===== src/rtl/instruction_prefetch.sv =====
// Instruction prefetch: DEPTH-word queue between 1-cycle-latency RAM and the decoder.
// Assembles 1/2-word instructions onto a valid/ready port; jumps flush queue and in-flight reads.
module instruction_prefetch #(
  parameter int unsigned WORD_WIDTH = 16,
  parameter int unsigned ADDR_WIDTH = 16,
  parameter int unsigned OPCODE_WIDTH = 4,
  parameter logic [2**OPCODE_WIDTH-1:0] LONG_OP_MASK = '0,
  parameter int unsigned DEPTH = 4,
  parameter logic [ADDR_WIDTH-1:0] RESET_PC = '0
) (
  input  logic                    gclk,
  input  logic                    nReset,
  output logic                    MemReq,
  output logic [ADDR_WIDTH-1:0]   MemAddr,
  input  logic [WORD_WIDTH-1:0]   MemRead,
  input  logic                    JumpFlag,
  input  logic                    JumpTypeFlag,
  input  logic                    JumpAddrSign,
  input  logic [ADDR_WIDTH-1:0]   JumpAddr,
  output logic                    OutValid,
  input  logic                    OutReady,
  output logic [2*WORD_WIDTH-1:0] OutDataBus,
  output logic                    OutLong,
  output logic [ADDR_WIDTH-1:0]   OutPC
);

  localparam int unsigned PTR_W = $clog2(DEPTH);
  localparam int unsigned CNT_W = PTR_W + 1;

  logic [WORD_WIDTH-1:0] qWord [DEPTH];
  logic [ADDR_WIDTH-1:0] qAddr [DEPTH];
  logic [PTR_W-1:0]      headPtr;
  logic [PTR_W-1:0]      tailPtr;
  logic [PTR_W-1:0]      headNext;
  logic [CNT_W-1:0]      count;
  logic                  pending;
  logic [ADDR_WIDTH-1:0] pendAddr;
  logic [ADDR_WIDTH-1:0] fetchPC;
  logic [ADDR_WIDTH-1:0] basePC;

  logic [WORD_WIDTH-1:0] headWord;
  logic [WORD_WIDTH-1:0] secondWord;
  logic                  headLong;
  logic                  doPush;
  logic                  doPop;
  logic [CNT_W-1:0]      pushCnt;
  logic [CNT_W-1:0]      popCnt;
  logic [ADDR_WIDTH-1:0] jumpTarget;

  assign MemAddr = fetchPC;

  // Head assembly, request gating and queue bookkeeping
  always_comb begin
    headNext   = headPtr + PTR_W'(1);
    headWord   = qWord[headPtr];
    secondWord = qWord[headNext];
    headLong   = LONG_OP_MASK[headWord[WORD_WIDTH-1 -: OPCODE_WIDTH]];
    MemReq     = 1'b0;
    OutValid   = 1'b0;
    OutLong    = 1'b0;
    OutDataBus = '0;
    OutPC      = '0;
    if (nReset) begin
      MemReq = !JumpFlag && ((32'(count) + 32'(pending)) < DEPTH);
      OutPC  = qAddr[headPtr];
      if (headLong) begin
        OutValid = (count >= CNT_W'(2));
        OutLong  = OutValid;
        if (OutValid) OutDataBus = {secondWord, headWord};
      end else begin
        OutValid = (count >= CNT_W'(1));
        if (OutValid) OutDataBus = {WORD_WIDTH'(0), headWord};
      end
    end
    doPush  = pending && !JumpFlag;
    doPop   = OutValid && OutReady && !JumpFlag;
    pushCnt = doPush ? CNT_W'(1) : CNT_W'(0);
    popCnt  = !doPop ? CNT_W'(0) : (OutLong ? CNT_W'(2) : CNT_W'(1));
    if (JumpTypeFlag)      jumpTarget = JumpAddr;
    else if (JumpAddrSign) jumpTarget = basePC - JumpAddr;
    else                   jumpTarget = basePC + JumpAddr;
  end

  // Queue, fetch pointer and in-flight read tracking
  always_ff @(posedge gclk) begin
    if (!nReset) begin
      headPtr  <= '0;
      tailPtr  <= '0;
      count    <= '0;
      pending  <= 1'b0;
      pendAddr <= '0;
      fetchPC  <= RESET_PC;
      basePC   <= RESET_PC;
      for (int unsigned i = 0; i < DEPTH; i++) begin
        qWord[PTR_W'(i)] <= '0;
        qAddr[PTR_W'(i)] <= '0;
      end
    end else if (JumpFlag) begin
      // Flush wins over pop and drops the read still in flight
      headPtr <= '0;
      tailPtr <= '0;
      count   <= '0;
      pending <= 1'b0;
      fetchPC <= jumpTarget;
      basePC  <= jumpTarget;
    end else begin
      pending <= MemReq;
      if (MemReq) begin
        fetchPC  <= fetchPC + ADDR_WIDTH'(1);
        pendAddr <= fetchPC;
      end
      if (doPush) begin
        qWord[tailPtr] <= MemRead;
        qAddr[tailPtr] <= pendAddr;
        tailPtr        <= tailPtr + PTR_W'(1);
      end
      if (doPop) begin
        headPtr <= headPtr + PTR_W'(popCnt);
        basePC  <= OutPC + (OutLong ? ADDR_WIDTH'(2) : ADDR_WIDTH'(1));
      end
      count <= count + pushCnt - popCnt;
    end
  end

endmodule


===== config.mk =====
export PLATFORM = sky130hd
export DESIGN_NAME = instruction_prefetch
export DESIGN_NICKNAME = d
export VERILOG_FILES = /design/src/rtl/instruction_prefetch.sv
export SDC_FILE = /design/constraint.sdc
export NUM_CORES = 1
export LEC_CHECK = 0
export CAP_MARGIN = 20
export CORE_MARGIN = 8
export CORE_UTILIZATION = 53
export DETAILED_ROUTE_END_ITERATION = 10
export GPL_TIMING_DRIVEN = 1
export PLACE_DENSITY = 0.79
export RECOVER_POWER = 25
export SETUP_SLACK_MARGIN = 0.02
export SYNTH_ARGS = -nofsm -noshare
export SYNTH_HDL_FRONTEND = slang
export SYNTH_SLANG_ARGS = --single-unit

===== constraint.sdc =====
create_clock -name gclk -period 6.6 [get_ports gclk]
set_clock_uncertainty 0.15 [all_clocks]
set_input_delay 1.32 -clock gclk [delete_from_list [all_inputs] [get_ports gclk]]
set_output_delay 1.32 -clock gclk [all_outputs]
set_load 0.01 [all_outputs]

==> flow_summary.toml <==
[grt]
grt_usage_pct = 20.44
grt_max_degree = 40
antenna_found_initial = 0
grt_pass1_vias = 7071
grt_overflow = 0
grt_pass1_wl_mm = 38.10

[synthesis]
synthCells = 927
ys_seq_area_share_pct = 51.19
yosys_most_used_dff = "edfxtp_1"
syn-cell-area_sq_mm = 0.009777
synth_top_cell_area_share_pct = 39.31
synth_area_per_cell_sq_um = 10.55
synth-seq-cells = 186
async_reset_ff_share_pct = 0
yosysWarnings = 0
synth_edf_count = 128
netlist_top_cells_count = "137 x nor2_1, 128 x edfxtp_1, 115 x nand2_1"
yosysMostFrequentCell = "nor2_1"
synth_cell_types = 69
synth_top_area_cell = "edfxtp_1"
synth_area_leaders = "edfxtp_1 39%, dfxtp_1 12%, mux4_2 5.3%, nor2_1 5.3%, nand2_1 4.4%"

[sta]
slew_headroom_pct = -15.55
fin_crit_sh_pct = 84.41
post-route-min-period_ns = 5.571
hold_violations = 0
setup_viol = 0
max_freq_ghz = 0.1795
rsz0062_at_grt = "false"
finalSetupTns_ns = 0
final-max-slew-violation-count = 73
tightest_slew_ns = 1.733

[drt]
drt_iter0_drc = 618
wl_mm = 23.59
wl_per_cell_microns = 18.99
dr.pass1.iters = 5
via_per_inst = 5.711
ant_nets = 0
drc_errors = 0
vias = 7093

[setup_path]
worstSetupStartpointType = "primary input"
worstSetupPathType = "in -> out"
crit_arrival_ns = 4.10
crit_fanout = 39
required_ns = 5.13
end_kind = "output pin"

[placement]
io_buffers = 87
gp_congestion = 0.8951
placed_area_sq_mm = 0.01077
hpwl_mm = 16.52

[cts]
cts_sinks = 186
h-tree-depth = 4
cts_buffers = 17
cts_hold_buf = 0
cts_buffer_depth = 2
cts_tree = "yes"
cts-root-buf = "clkbuf_16"
cts_resized = 0
clk_pin_slew_ns = 0.07
cts_setup_buffers = 0
worstSkewPairLatency_ns = 0.43

[floorplanning]
dieArea_sq_mm = 0.02305
die_x_microns = 151.8
die_y_microns = 151.8
floorplan.initialDensity_pct = 54.24
ios = 105
core_sq_mm = 0.01802
fp-row-count = 49

[power]
power.leakage_nw = 4.380
power_density_mw_per_mm2 = 234.6
peakVddDrop_mv = 0.2032

[hold_path]
hp-class = "reg -> reg"

[finish]
fin_nets = 1063
area_growth_pct = 15.95
drive_above_1_share_pct = 8.983
antenna_cells = 0
fin_area_sq_mm = 0.01134

[outcome]
violations = "max-capacitance violations, max-slew violations"
status = "finished, violations left"

[run]
drv_cap = 2
report_power, final:
group          internal, mW  switching [mW]  total (mW)
clock                 0.497           0.470       0.967
sequential             1.30          0.0364        1.33
combinational         0.155           0.204       0.359
sequential cells by signal, indices dropped and copies added (netlist names), named ones only:
signal	count
MemAddr	16
basePC	16
qWord	64
count	3
qAddr	64
pendAddr	16
pending	1
tailPtr	2
headPtr	2
cells by family (layout without fill, tap and decap cells):
logic type | count (synthesis) | in the layout | share of synthesized area [%]
buffers and inverters | 117 | 187 | 5.567
AOI/OAI and AO/OA | 144 | 144 | 9.739
xor gates and xnor gates | 51 | 51 | 4.569
other | 1 | 17 | 0.03836
muxes | 49 | 49 | 8.818
adders and majority gates | 25 | 25 | 3.353
and+or+nand+nor | 354 | 354 | 16.73
DFF | 186 | 186 | 51.19
cells in the final DEF, fill, tap and decap left out, drive strengths merged, types with 6 or more instances in the layout:
cell           netlist  layout
mux4                28      28
clkbuf              35      20
a21o                 9       9
ha                  23      23
or3                  7       7
mux2i               19      19
xnor2               32      32
xor2                19      19
nand4               11      11
a21oi               34      34
nand2              116     116
a21boi              17      17
nor2               137     137
conb                 1      17
dfxtp               58      58
inv                 52      61
clkdlybuf4s50        0      68
o22ai                8       8
o21ai               30      30
nor3b                6       6
nor3                12      12
edfxtp             128     128
buf                 28      12
dlygate4sd3          0      18
and2                37      37
nand3                8       8
a31oi                8       8
path summary, 6_finish.rpt:
path / start / to / slack [ns] / depth (start not counted)
hold reg to reg: headPtr[0] / headPtr[0] / 0.32 / 2
hold / removal: headPtr[0] / headPtr[0] / 0.32 / 2
setup / recovery: nReset / OutPC[6] / 1.03 / 4
setup reg to reg: count[1] / count[1] / 3.04 / 11
stage by stage:
step / power [mW] / setup WS, ns / cells / utilization, % / hold slack [ns]
floorplan: 1.594 / 1.676 / 943 / - / 0.2906
global placement: 1.713 / 1.702 / 1209 / 59.76 / 0.2972
detailed placement: 1.718 / 1.654 / 1209 / 59.76 / 0.3044
CTS: 2.668 / 1.713 / 1241 / 62.84 / 0.3141
global route: 2.753 / 0.8433 / 1242 / 62.89 / 0.3405
finish: 2.660 / 1.029 / 1242 / 62.89 / 0.3193
routing by layer:
metal | track usage [%] | up-vias | share of wire, %
met5 | 0 | - | 0
met4 | 7.261 | 0 | 1.8
met3 | 3.274 | 34 | 5.9
met2 | 33.79 | 225 | 49
met1 | 26.70 | 3454 | 43
li1 | - | 3380 | -
layout make-up:
cell class | instances | area (sq um)
fill | 1452 | 6689
inverter | 54 | 202.7
clock buffer | 17 | 425.4
multi-input combinational | 640 | 4310
timing repair buffer | 101 | 974.7
tap | 229 | 286.5
clock inverter | 15 | 130.1
sequential | 186 | 5006
worst max-delay path: stages:
cell,delay [ns]
clkbuf_1,1.12
nand2b_1,0.42
o22ai_1,0.58
clkdlybuf4s50_1,0.64
(Power assumes the default switching activity.)
